[config.mk]
export PLATFORM = sky130hd
export DESIGN_NAME = led_pwm_driver_flat
export DESIGN_NICKNAME = d
export VERILOG_FILES = /design/src/rtl/led_pwm_driver_if.sv /design/src/rtl/led_pwm_driver.sv /design/src/flat_wrapper.sv
export SDC_FILE = /design/constraint.sdc
export NUM_CORES = 1
export LEC_CHECK = 0
export CAP_MARGIN = 20
export CORE_MARGIN = 5
export CORE_UTILIZATION = 37
export CTS_CLUSTER_DIAMETER = 100
export CTS_CLUSTER_SIZE = 10
export DETAILED_ROUTE_END_ITERATION = 7
export PLACE_DENSITY = 0.56
export SYNTH_ARGS = -nofsm -noshare
export SYNTH_HDL_FRONTEND = slang
export SYNTH_SLANG_ARGS = --single-unit
[constraint.sdc]
create_clock -name clock -period 2.1 [get_ports clock]
set_input_delay 0.42 -clock clock [delete_from_list [all_inputs] [get_ports clock]]
set_output_delay 0.42 -clock clock [all_outputs]
set_load 0.02 [all_outputs]
[src/rtl/led_pwm_driver_if.sv]
// Command channel into the LED PWM driver: one full duty frame per valid/ready transfer.
// Channel k occupies bits [DUTY_W*k +: DUTY_W] of led_commands.
interface led_pwm_driver_if #(
    parameter int NUM_CH = 18,
    parameter int DUTY_W = 8
);
    logic [NUM_CH*DUTY_W-1:0] led_commands;
    logic                     cmd_valid;
    logic                     cmd_ready;

    modport master (
        output led_commands,
        output cmd_valid,
        input  cmd_ready
    );

    modport slave (
        input  led_commands,
        input  cmd_valid,
        output cmd_ready
    );
endinterface

[src/rtl/led_pwm_driver.sv]
// Double-buffered PWM driver for nine bi-colour LEDs (18 pins).
// New duty frames land in a shadow buffer and are committed only when the PWM counter wraps.
module led_pwm_driver #(
    parameter int NUM_CH   = 18,
    parameter int DUTY_W   = 8,
    parameter int PRESCALE = 196
) (
    input  logic              clock,
    input  logic              reset,
    led_pwm_driver_if.slave   cmd_if,
    output logic [NUM_CH-1:0] led_pins,
    output logic              frame_start
);

    localparam int                  PRESC_W    = (PRESCALE > 1) ? $clog2(PRESCALE) : 1;
    localparam logic [PRESC_W-1:0]  PRESC_LAST = PRESC_W'(PRESCALE - 1);
    localparam logic [DUTY_W-1:0]   PWM_LAST   = {DUTY_W{1'b1}};
    localparam int                  FRAME_W    = NUM_CH * DUTY_W;

    logic [PRESC_W-1:0] presc_cnt_q, presc_cnt_d;
    logic [DUTY_W-1:0]  pwm_cnt_q,   pwm_cnt_d;
    logic               pending_q,   pending_d;
    logic [FRAME_W-1:0] shadow_q,    shadow_d;
    logic [FRAME_W-1:0] active_q,    active_d;
    logic [NUM_CH-1:0]  led_pins_q,  led_pins_d;
    logic               frame_start_q, frame_start_d;

    logic tick;
    logic boundary;
    logic accept;
    logic commit;

    assign tick     = (presc_cnt_q == PRESC_LAST);
    assign boundary = tick && (pwm_cnt_q == PWM_LAST);
    // Accept needs pending=0 and commit needs pending=1, so they never coincide.
    assign accept   = cmd_if.cmd_valid && !pending_q;
    assign commit   = boundary && pending_q;

    // NOTE: every _d signal gets a default before any branch so no latch is inferred.
    always_comb begin
        presc_cnt_d   = presc_cnt_q + PRESC_W'(1);
        pwm_cnt_d     = pwm_cnt_q;
        pending_d     = pending_q;
        shadow_d      = shadow_q;
        active_d      = active_q;
        frame_start_d = commit;
        led_pins_d    = '0;

        if (tick) begin
            presc_cnt_d = '0;
            pwm_cnt_d   = pwm_cnt_q + DUTY_W'(1);
        end

        if (accept) begin
            shadow_d  = cmd_if.led_commands;
            pending_d = 1'b1;
        end else if (commit) begin
            active_d  = shadow_q;
            pending_d = 1'b0;
        end

        // Compare against the current count so pins trail pwm_cnt/active by one clock.
        for (int k = 0; k < NUM_CH; k++) begin
            led_pins_d[k] = (pwm_cnt_q < active_q[k*DUTY_W +: DUTY_W]);
        end
    end

    // NOTE: sequential state uses non-blocking assignments only, so every flop samples pre-edge values.
    always_ff @(posedge clock or negedge reset) begin
        if (!reset) begin
            presc_cnt_q   <= '0;
            pwm_cnt_q     <= '0;
            pending_q     <= 1'b0;
            // NOTE: the frame buffers are plain flops, so they reset too and the LEDs come up dark.
            shadow_q      <= '0;
            active_q      <= '0;
            led_pins_q    <= '0;
            frame_start_q <= 1'b0;
        end else begin
            presc_cnt_q   <= presc_cnt_d;
            pwm_cnt_q     <= pwm_cnt_d;
            pending_q     <= pending_d;
            shadow_q      <= shadow_d;
            active_q      <= active_d;
            led_pins_q    <= led_pins_d;
            frame_start_q <= frame_start_d;
        end
    end

    assign cmd_if.cmd_ready = ~pending_q;
    assign led_pins         = led_pins_q;
    assign frame_start      = frame_start_q;

endmodule

[src/flat_wrapper.sv]
// flat-port wrapper written by rule: the top's interface ports become plain ports
module led_pwm_driver_flat 
#(
    parameter int NUM_CH   = 18,
    parameter int DUTY_W   = 8,
    parameter int PRESCALE = 196
)
  (clock, reset, led_pins, frame_start, cmd_if_led_commands, cmd_if_cmd_valid, cmd_if_cmd_ready);
  led_pwm_driver_if #(.NUM_CH(NUM_CH), .DUTY_W(DUTY_W)) cmd_if_i ();
  input  logic clock;
  input  logic reset;
  output logic [NUM_CH-1:0] led_pins;
  output logic frame_start;
  input wire logic [$bits(cmd_if_i.led_commands)-1:0] cmd_if_led_commands;
  input wire logic [$bits(cmd_if_i.cmd_valid)-1:0] cmd_if_cmd_valid;
  output wire logic [$bits(cmd_if_i.cmd_ready)-1:0] cmd_if_cmd_ready;
  assign cmd_if_i.led_commands = cmd_if_led_commands;
  assign cmd_if_i.cmd_valid = cmd_if_cmd_valid;
  assign cmd_if_cmd_ready = cmd_if_i.cmd_ready;
  led_pwm_driver #(.NUM_CH(NUM_CH), .DUTY_W(DUTY_W), .PRESCALE(PRESCALE)) u_core (.clock(clock), .reset(reset), .cmd_if(cmd_if_i), .led_pins(led_pins), .frame_start(frame_start));
endmodule
==> impl_results.md, run 1 <==
* Status: completed
* Global-route wire length before repair at 53,900 um
* # fillers at 3,680
* Crit path required time at 2520 ps
* Via count at 9,299
* Max layer used: met5
* Area added between synthesis and finish at 27.5%
* FF-to-FF End: u_core.active_q[26]$_DFFE_PN0P_
* Top cell type's share of synthesized area at 53.9%
* Initial core utilization at 37.6%
* Diodes inserted at 0
* Largest cells by area after synthesis: dfrtp_1 (54%), mux2_2 (18%), ha_1 (11%)
* Delay-heaviest family, CP: simple AND/OR/NAND/NOR gates
* Final wirelength at 33,800 um
* Xor-xnor portion of the synthesized cell area at 0.640%
* Yosys cell types at 31
* Dpl cell area at 17,800 um2
* Number of buffers created by CTS at 38
* Part of the Yosys area used for sequential elements at 53.9%
* Synth Area per Inst at 12.9 um2
* Pin count of the biggest net entering global routing at 67
* Flops & latches, synth at 324
* Reg2Reg Depth at 7
* Clock Tree Buf Depth at 3
* # clock sinks at 324
* Cells after Synth at 1,166
* HPWL Detailed at 21,700 um
* Layout cells sized above 1 at 26.1%
* Final core occ at 48.0%
* Worst slew pin tran at 461 ps
* CTS tree: done
* Share of synthesized area spent on multiplexers at 21.8%
* Initial DRC count at 337
* MaxCap Viol Count at 0
* Synth top cells by count: dfrtp_1 (324), mux2_2 (240), ha_1 (128)
* Gr usage total at 15.2%
* Critical path peak fanout at 9
* Post-Synth Adder-Cell Area at 10.6%
* Final Hold Viols at 0
* Worst vdd ir at 0.404 mV
* Met3 wire len at 1220 um
* Initial antenna violation count at 1
* # IOs at 167
* Maximum clock frequency at 0.486 GHz
* Wire length on met2 at 16,500 um
* Cell taking the most area after synthesis: dfrtp_1
* CP Launch Type: register
* Power density over cell area at 689 nW/um2
* Slew margin rel. at 69.3%
* Setup crit end kind: register
* Core Box Area at 40,000 um2
* WL/cell at 17.5 um
* Slew Limit Fails at 0
* Critical setup path kind: register to register
* Crit-path slowest cell: or3b_4
* Area taken by multi-input logic gates at 6390 um2
* Synthesized cell area at 15,100 um2
* # H-tree levels at 2
* GPL Wtd Cong at 0.747
* Post-layout min period at 2060 ps
* Die ar. at 44,800 um2
* Die Y at 212 um
* Leakage power total at 8.92 nW
* # DRC at 0
* Worst-Skew Late Latency at 550 ps
* Port Buf Inserts at 166
* Layout Nets at 1,679
* Post-synthesis simple-gate area fraction at 4.57%
* Cell row count at 73
* Die X at 212 um
* Met1 wire length at 15,400 um
* Largest stage delay on the critical path at 390 ps
* Min-Delay Path Class: input port to asynchronous set/reset pin
* Finish-stage setup viols at 0
* Placed Cells at 1,876
* Setup TNS at 0 ps
* Post-synth ARST share at 100%
* Syn nets at 1,441
* CP cell instances: ha_2 > or3b_4 > nor4_4 > buf_6 > buf_12 > clkbuf_16 > mux2_2
* Number of global-route vias before repair at 10.0k
* Reg2reg start: u_core.presc_cnt_q[1]$_DFF_PN0_
* Vias/cell at 4.81
* Final worst-path cycle share at 98.0%
* Sequential Area at 8120 um2
* Post-synthesis compound-gate area fraction at 3.72%
* Reg clk slew, reported paths at 60 ps
* Yosys warnings at 0
* Critical path arrival at 2470 ps
* DRT Pass-1 Iters at 4
* Final Skew at 18.4 ps
* Final standard cell area without fillers at 19,200 um2
* Flop2flop setup slack at 40 ps
* Combinational family with the most area after synthesis: multiplexers
* RSZ-0062 raised after global routing: yes
* GRT overflow at 0
* Crit path buf inv count at 3
* Antenna-violating nets left at 0
* EDFF count, synth at 0
* Final Non-Filler Cells at 1,933
* Cell with the most instances after synthesis: dfrtp_1
* Top_reg_cell synth: dfrtp_1
* CTS Root Cell: clkbuf_16
==> layout by cell type, fill, tap and decap left out, drive strengths merged, types with 2 or more instances in the layout <==
master,synthesis,layout
dfrtp,324,324
mux2,289,289
clkdlybuf4s50,0,164
ha,128,128
inv,127,127
buf,22,61
o21ai,56,56
a21oi,56,56
clkbuf,13,46
nor2,38,38
nand2,37,37
nor3,20,20
nor3b,19,19
nand3,9,9
xnor2,9,9
nand4,4,4
and3,3,3
clkinv,0,3
mux2i,2,2
xor2,2,2
==> state kept, by name (all words and copies together), names as in the netlist <==
| name | count |
|---|---|
| u_core.frame_start | 1 |
| u_core.led_pins | 18 |
| u_core.shadow_q | 144 |
| u_core.pwm_cnt_q | 8 |
| u_core.pending_q | 1 |
| u_core.presc_cnt_q | 8 |
| u_core.active_q | 144 |
==> logic make-up (layout without fill, tap and decap cells) <==
| kind of cell | after synthesis | in the layout |
|---|---|---|
| DFF | 324 | 324 |
| muxes | 291 | 291 |
| buffers and inverters | 162 | 404 |
| and+or+nand+nor | 138 | 138 |
| adders and majority gates | 128 | 128 |
| AOI/OAI and AO/OA | 112 | 112 |
| xor gates and xnor gates | 11 | 11 |
==> how the worst max path moves through the flow <==
stage	from	endpoint	slack [ps]	cells past startpoint
after floorplan	u_core.pwm_cnt_q[3]$_DFFE_PN0N_	u_core.active_q[100]$_DFFE_PN0P_	50	6
after global placement	u_core.presc_cnt_q[1]$_DFF_PN0_	u_core.active_q[38]$_DFFE_PN0P_	50	6
after detailed placement	u_core.pwm_cnt_q[0]$_DFFE_PN0N_	u_core.active_q[35]$_DFFE_PN0P_	7	6
after CTS	u_core.presc_cnt_q[1]$_DFF_PN0_	u_core.active_q[35]$_DFFE_PN0P_	3	7
after global routing	u_core.presc_cnt_q[1]$_DFF_PN0_	u_core.active_q[30]$_DFFE_PN0P_	-70	7
final	u_core.presc_cnt_q[1]$_DFF_PN0_	u_core.active_q[26]$_DFFE_PN0P_	40	7
==> through the flow <==
| step | hold WS [ps] | total power [W] | setup slack [ps] |
|---|---|---|---|
| after floorplan | 124 | 0.00706 | 48.5 |
| after global placement | 291 | 0.00760 | 53.7 |
| after detailed placement | 288 | 0.00762 | 7.32 |
| after CTS | 285 | 0.0135 | 3.50 |
| after global routing | 319 | 0.0138 | -70.1 |
| final | 312 | 0.0132 | 42.5 |
==> routing by layer <==
layer / up-vias / GRT usage, %
li1: 4482 / -
met1: 4637 / 19.8
met2: 129 / 25.7
met3: 49 / 2.82
met4: 2 / 4.75
met5: - / 0
==> power breakdown <==
part	internal (W)	leakage, nW	switching (W)	total (W)
Combinational	0.000498	4.15	0.000246	0.000744
Clock	0.00330	0.501	0.00243	0.00573
Sequential	0.00657	4.27	0.000180	0.00675
==> timing repair <==
item	4_1_cts	5_1_grt
hold buffers	1	0
pin swaps	0	1
hold endpoints to repair	34	0
buffers inserted	1	5
cloned	1	5
gates resized for setup	1	46
setup endpoints to repair	23	128
==> area by class of cell <==
type | count | share of cell area, %
clock buffer | 41 | 5.12
clock inverter | 3 | 0.215
timing repair buffer | 233 | 13.2
tap | 525 | 3.42
multi-input combinational | 680 | 33.3
sequential | 324 | 42.3
inverter | 127 | 2.48
Note: power is estimated with default switching activity, not from simulation.
==> run 2, diff against run 1 <==
--- a/config.mk
+++ b/config.mk
@@ -6,12 +6,14 @@
 export NUM_CORES = 1
 export LEC_CHECK = 0
 export CAP_MARGIN = 20
-export CORE_MARGIN = 5
+export CELL_PAD_IN_SITES_DETAIL_PLACEMENT = 1
+export CELL_PAD_IN_SITES_GLOBAL_PLACEMENT = 1
+export CORE_MARGIN = 3
 export CORE_UTILIZATION = 37
 export CTS_CLUSTER_DIAMETER = 100
 export CTS_CLUSTER_SIZE = 10
 export DETAILED_ROUTE_END_ITERATION = 7
-export PLACE_DENSITY = 0.56
+export PLACE_DENSITY = 0.69
 export SYNTH_ARGS = -nofsm -noshare
 export SYNTH_HDL_FRONTEND = slang
 export SYNTH_SLANG_ARGS = --single-unit
==> run 2 against run 1 <==
Against the previous run:
- final area down 1.3%
- maximum frequency decreased by 0.88%
- sequential power barely moved
- critical endpoint is now u_core.active_q[52]$_DFFE_PN0P_
- die area shrank 3.7%
- hold slack improved by 130 ps
- clock power hardly changed
==> impl_results.md, run 2 (synthesis gave the netlist of run 1 again) <==
* Final wirelength at 36,400 um (+7.6%)
* Initial core utilization at 37.7% (+0.086 points)
* Most frequent cells in the layout: dfrtp_1 (317), mux2_2 (240), clkdlybuf4s50_1 (164)
* Leakage power total at 8.84 nW (-0.92%)
* Clock Tree Buf Depth at 3 (unchanged)
* Worst slew pin tran at 552 ps (+91.0 ps)
* RSZ-0062 raised after global routing: yes
* CTS tree: done
* Final worst-path cycle share at 98.8% (+0.87 points)
* Placed Cells at 1,866 (-0.53%)
* Power density over cell area at 700 nW/um2 (+1.5%)
* Final Skew at 18.5 ps (+0.0259 ps)
* Setup TNS at 0 ps (unchanged)
* Critical path peak fanout at 16 (+7)
* GPL Wtd Cong at 0.723 (-3.2%)
* # IOs at 167 (unchanged)
* FF-to-FF End: u_core.active_q[52]$_DFFE_PN0P_
* Cell row count at 73 (unchanged)
* Slew margin rel. at 63.2% (-6.1 points)
* Antenna-violating nets left at 0 (unchanged)
* HPWL Detailed at 23,300 um (+7.4%)
* Layout cells sized above 1 at 25.1% (-0.99 points)
* CP cell instances: ha_2 > or3b_4 > nor4_4 > buf_6 > buf_12 > buf_16 > mux2_2
* Initial antenna violation count at 0 (-1)
* Largest stage delay on the critical path at 390 ps (about the same)
* MaxCap Viol Count at 0 (unchanged)
* WL/cell at 18.9 um (+8.1%)
* Status: completed
* # fillers at 4,090 (+11%)
* Hold_ws at 444 ps (+131 ps)
* Total power at 0.0133 W (+0.23%)
* Die ar. at 43,100 um2 (-3.7%)
* Crit-path slowest cell: or3b_4
* Most common cell after layout, fill and taps aside: dfrtp_1
* CP Launch Type: register
* Reg2Reg Depth at 7 (unchanged)
* Global-route wire length before repair at 57,400 um (+6.5%)
* # DRC at 0 (unchanged)
* Via count at 9,415 (+1.2%)
* # clock sinks at 324 (unchanged)
* Critical setup path kind: register to register
* Flop2flop setup slack at 20 ps (-20 ps)
* Port Buf Inserts at 166 (unchanged)
* Maximum clock frequency at 0.482 GHz (-0.88%)
* Vias/cell at 4.89 (+1.7%)
* Die X at 208 um (-1.9%)
* Gr usage total at 16.7% (+1.5 points)
* Final Non-Filler Cells at 1,925 (-0.41%)
* Min-Delay Path Class: input port to asynchronous set/reset pin
* Finish-stage setup viols at 0 (unchanged)
* Pin count of the biggest net entering global routing at 61 (-9.0%)
* Crit path required time at 2520 ps (about the same)
* # H-tree levels at 2 (unchanged)
* GRT overflow at 0 (unchanged)
* Setup crit end kind: register
* Diodes inserted at 0 (unchanged)
* CTS Root Cell: clkbuf_16
* Reg clk slew, reported paths at 60 ps (about the same)
* Area added between synthesis and finish at 25.9%
* Worst-Skew Late Latency at 540 ps (about the same)
* Layout Nets at 1,670 (-0.54%)
* Worst vdd ir at 0.462 mV (+14%)
* Number of buffers created by CTS at 38 (unchanged)
* Final Hold Viols at 0 (unchanged)
* Die Y at 208 um (-1.9%)
* Post-layout min period at 2080 ps (+18.3 ps)
* Final worst slack at 24.2 ps (-18.3 ps)
* Initial DRC count at 261 (-23%)
* Number of global-route vias before repair at 10.5k (+4.8%)
* Critical path arrival at 2490 ps (+20 ps)
* Slew Limit Fails at 0 (unchanged)
* Pre-CTS WS at -30.6 ps (-37.9 ps)
* Core Box Area at 39,900 um2 (-0.23%)
* Reg2reg start: u_core.presc_cnt_q[1]$_DFF_PN0_
* DRT Pass-1 Iters at 4 (unchanged)
-- run 2: changes by cell type in the layout (fill, tap and decap cells not counted), sizes merged --
cell and change:
clkinv -2, inv +1, buf -8, clkbuf +2, bufbuf -1
-- run 2: worst max-delay path, delay by kind of cell, from the launching register on --
family                     cells  cell delay [ps]
and+or+nand+nor                2              540
buffers and inverters          3              480
DFF                            1              380
muxes                          1              350
adders and majority gates      1              180
-- run 2: metrics by stage --
step | utilization (%) | instance area (um2)
final | 47.5 | 18900
after floorplan | - | 15100
after detailed placement | 44.2 | 17700
after CTS | 46.9 | 18700
after global routing | 47.5 | 18900
after global placement | 44.2 | 17700
-- run 2: power by group --
| group | switching [W] | total (W) | leakage (nW) | internal, W |
|---|---|---|---|---|
| sequential | 0.000190 | 0.00676 | 4.27 | 0.00657 |
| clock | 0.00245 | 0.00575 | 0.494 | 0.00330 |
| combinational | 0.000258 | 0.000752 | 4.08 | 0.000494 |
| total | 0.00290 | 0.0133 | 8.84 | 0.0104 |
-- run 2: cell type report --
| type | instances | area, um2 | share of cell area, % |
|---|---|---|---|
| Clock buffer | 43 | 991 | 5.23 |
| Sequential cell | 324 | 8120 | 42.8 |
| Tap cell | 525 | 657 | 3.47 |
| Inverter | 127 | 477 | 2.52 |
| Timing Repair Buffer | 224 | 2440 | 12.9 |
| Clock inverter | 2 | 17.5 | 0.0925 |
| Multi-Input combinational cell | 680 | 6240 | 33.0 |
-- run 2: worst max-delay path by stage --
stage | startpoint | endpoint | slack [ps] | cells after the start
after floorplan | u_core.pwm_cnt_q[3]$_DFFE_PN0N_ | u_core.active_q[100]$_DFFE_PN0P_ | 50 | 6
after global placement | u_core.presc_cnt_q[1]$_DFF_PN0_ | u_core.active_q[77]$_DFFE_PN0P_ | -2 | 6
after detailed placement | u_core.presc_cnt_q[1]$_DFF_PN0_ | u_core.active_q[117]$_DFFE_PN0P_ | -30 | 6
after CTS | u_core.presc_cnt_q[1]$_DFF_PN0_ | u_core.active_q[117]$_DFFE_PN0P_ | -40 | 6
after global routing | u_core.presc_cnt_q[1]$_DFF_PN0_ | u_core.active_q[124]$_DFFE_PN0P_ | -40 | 7
final | u_core.presc_cnt_q[1]$_DFF_PN0_ | u_core.active_q[52]$_DFFE_PN0P_ | 20 | 7
-- run 2: layer usage --
metal  wire (um)  GRT usage [%]  up-vias
met3        1050           2.28       45
met5           0              0        -
met4         804           5.37        0
met2       18700           30.1      131
met1       15800           20.7     4777
li1            -              -     4462
-- run 2: timing repair --
action                     in CTS  in global routing
hold endpoints to repair       51                  0
gates cloned                    0                  9
hold buffers                    1                  0
gates resized for setup         7                 11
setup endpoints to repair      78                138
buffers inserted                0                  4
==> run 3, diff against run 2 <==
--- a/config.mk
+++ b/config.mk
@@ -8,7 +8,6 @@
 export CAP_MARGIN = 20
 export CELL_PAD_IN_SITES_DETAIL_PLACEMENT = 1
 export CELL_PAD_IN_SITES_GLOBAL_PLACEMENT = 1
-export CORE_MARGIN = 3
 export CORE_UTILIZATION = 37
 export CTS_CLUSTER_DIAMETER = 100
 export CTS_CLUSTER_SIZE = 10
==> run 3 against run 2 <==
Against the previous run:
- the flow now finishes with violations (negative setup slack)
- non-clock buffer count did not move
- maximum frequency is 3.5% lower
- largest cell class unchanged
- clock skew about the same
- hold slack lost 60 ps
- clock power rose by 2%
- core utilization is 0.99 points higher
- die area is 3.8% lower
- power rose by 1.2%
- routed wire length rose by 0.36%
- final area rose by 2.1%
- final cell count barely moved
==> impl_results.md, run 3 (synthesis gave the netlist of run 1 again) <==
* Status: complete, but fails checks
* Failing checks: negative setup slack
* Initial DRC count at 215 (-18%)
* CTS Root Cell: clkbuf_16
* CTS tree: done
* Core Box Area at 39,900 um2 (unchanged)
* Worst slew pin tran at 439 ps (-112 ps)
* Crit path required time at 2510 ps (about the same)
* Power density over cell area at 694 nW/um2 (-0.88%)
* Most common cell on crit path: buf_12
* Switch share at 21.8% (-0.070 points)
* Die ar. at 41,500 um2 (-3.8%)
* Final worst-path cycle share at 102% (+3.6 points)
* Die Y at 204 um (-1.9%)
* Flop pwr share at 50.5% (-0.5 points)
* Area added between synthesis and finish at 28.5%
* DRT Pass-1 Iters at 4 (unchanged)
* Die X at 204 um (-1.9%)
* Post-layout min period at 2150 ps (+74.8 ps)
* RSZ-0062 raised after global routing: yes
* Via count at 9,482 (+0.71%)
* Port Buf Inserts at 166 (unchanged)
* Gr usage total at 18.0% (+1.4 points)
* HPWL Detailed at 22,900 um (-1.8%)
* WL/cell at 19.0 um (+0.41%)
* Layout cells sized above 1 at 26.1% (+1.0 points)
* Final Skew at 18.0 ps (-0.483 ps)
* Final worst slack at -50.6 ps (-74.8 ps)
* Maximum clock frequency at 0.465 GHz (-3.5%)
* Initial core utilization at 37.7% (unchanged)
* Delay-heaviest family, CP: simple AND/OR/NAND/NOR gates
* Pin count of the biggest net entering global routing at 73 (+20%)
* CP cell instances: nand4bb_1 > nor4_4 > buf_6 > buf_12 > buf_12 > buf_16 > mux2_1
* Min-Delay Path Class: input port to asynchronous set/reset pin
* Number of buffers created by CTS at 38 (unchanged)
* Hold_ws at 384 ps (-59.6 ps)
* Slew margin rel. at 70.7% (+7.5 points)
* MaxCap Viol Count at 0 (unchanged)
* Antenna-violating nets left at 0 (unchanged)
* Diodes inserted at 0 (unchanged)
* Clock Tree Buf Depth at 3 (unchanged)
* Setup crit end kind: register
* Number of global-route vias before repair at 10.6k (+0.80%)
* # clock sinks at 324 (unchanged)
* Most frequent cells in the layout: dfrtp_1 (317), mux2_2 (180), clkdlybuf4s50_1 (164)
* Initial antenna violation count at 0 (unchanged)
* Pre-CTS WS at -110 ps (-79.2 ps)
* GRT overflow at 0 (unchanged)
* Critical path peak fanout at 7 (-9)
* Leakage power total at 8.93 nW (+1.0%)
* Critical path arrival at 2560 ps (+70 ps)
* Internal Pwr Total at 0.0105 W (+1.3%)
* Logic pwr share at 5.6% (about the same)
* # IOs at 167 (unchanged)
* Final Hold Viols at 0 (unchanged)
* Crit path buf inv count at 4 (+1)
* Reg clk slew, reported paths at 60 ps (about the same)
* Cell row count at 73 (unchanged)
* GPL Wtd Cong at 0.734 (+1.5%)
* Largest stage delay on the critical path at 440 ps (+50 ps)
* Slew Limit Fails at 0 (unchanged)
* Worst-Skew Late Latency at 540 ps (about the same)
* Crit-path slowest cell: dfrtp_1
* Vias/cell at 4.93 (+0.76%)
* Critical setup path kind: register to register
* Final wirelength at 36,500 um (+0.36%)
* Switching Power at 0.00292 W (+0.87%)
* Final core occ at 48.5% (+0.99 points)
* Worst vdd ir at 0.489 mV (+5.9%)
* Most common cell after layout, fill and taps aside: dfrtp_1
* Clock share of power at 43.9% (+0.6 points)
* Total power at 0.0134 W (+1.2%)
* # H-tree levels at 2 (unchanged)
* # DRC at 0 (unchanged)
* Layout Nets at 1,670 (unchanged)
* CP Launch Type: register
* Global-route wire length before repair at 57,800 um (+0.83%)
* Finish-stage setup viols at 29 (+29)
## run 3: worst reg2reg max path: cells and delay by family (launching register included)
family | cells | cell delay (ps)
and+or+nand+nor | 2 | 710
DFF | 1 | 440
muxes | 1 | 320
buffers and inverters | 4 | 550
## run 3: final cells by class
cell class	count	area (um2)
fillers	4037	20600
flip-flops and latches	324	8120
multi-input cells	680	6520
repair buffers	224	2530
clock buffers	43	1030
well taps	525	657
inverters	127	477
clock inverters	1	8.76
## run 3: power groups by stage
stage | Sequential (W) | Combinational (W) | Clock, W
3_5_place_dp | 0.00688 | 0.000759 | 0
5_1_grt | 0.00681 | 0.000828 | 0.00631
6_report | 0.00677 | 0.000749 | 0.00589
3_3_place_gp | 0.00686 | 0.000740 | 0
4_1_cts | 0.00677 | 0.000768 | 0.00611
2_1_floorplan | 0.00678 | 0.000282 | 0
## run 3: final timing paths
check	startpoint	endpoint	slack (ps)	depth (start not counted)
max	u_core.presc_cnt_q[5]$_DFF_PN0_	u_core.active_q[140]$_DFFE_PN0P_	-50	7
min	reset	u_core.shadow_q[52]$_DFFE_PN0P_	380	2
max reg2reg	u_core.presc_cnt_q[5]$_DFF_PN0_	u_core.active_q[140]$_DFFE_PN0P_	-50	7
max in group asynchronous	reset	u_core.shadow_q[74]$_DFFE_PN0P_	1000	3
min reg2reg	u_core.active_q[104]$_DFFE_PN0P_	u_core.active_q[104]$_DFFE_PN0P_	480	1
min in group clock	u_core.active_q[104]$_DFFE_PN0P_	u_core.active_q[104]$_DFFE_PN0P_	480	1
## run 3: repair_timing
action | in CTS | in global routing
hold endpoints to repair | 35 | 0
hold buffers | 1 | 0
buffers inserted | 9 | 5
pin swaps | 0 | 0
cloned | 5 | 6
endpoints found under the setup margin | 135 | 113
gates resized for setup | 16 | 76
## run 3: metal layers
layer	up-vias	track usage (%)	wire, um
met3	59	2.44	1020
li1	4446	-	-
met1	4835	22.6	15900
met5	-	0	0
met4	0	6.85	1020
met2	142	31.4	18600
## run 3: per-stage QoR
step	instances	area, um2	setup TNS [ps]
3_5_place_dp	1858	17600	-10780
4_1_cts	1917	18900	-1000
2_1_floorplan	1166	15100	0
6_report	1924	19300	-489
3_3_place_gp	1858	17600	-2850
5_1_grt	1924	19300	-4880
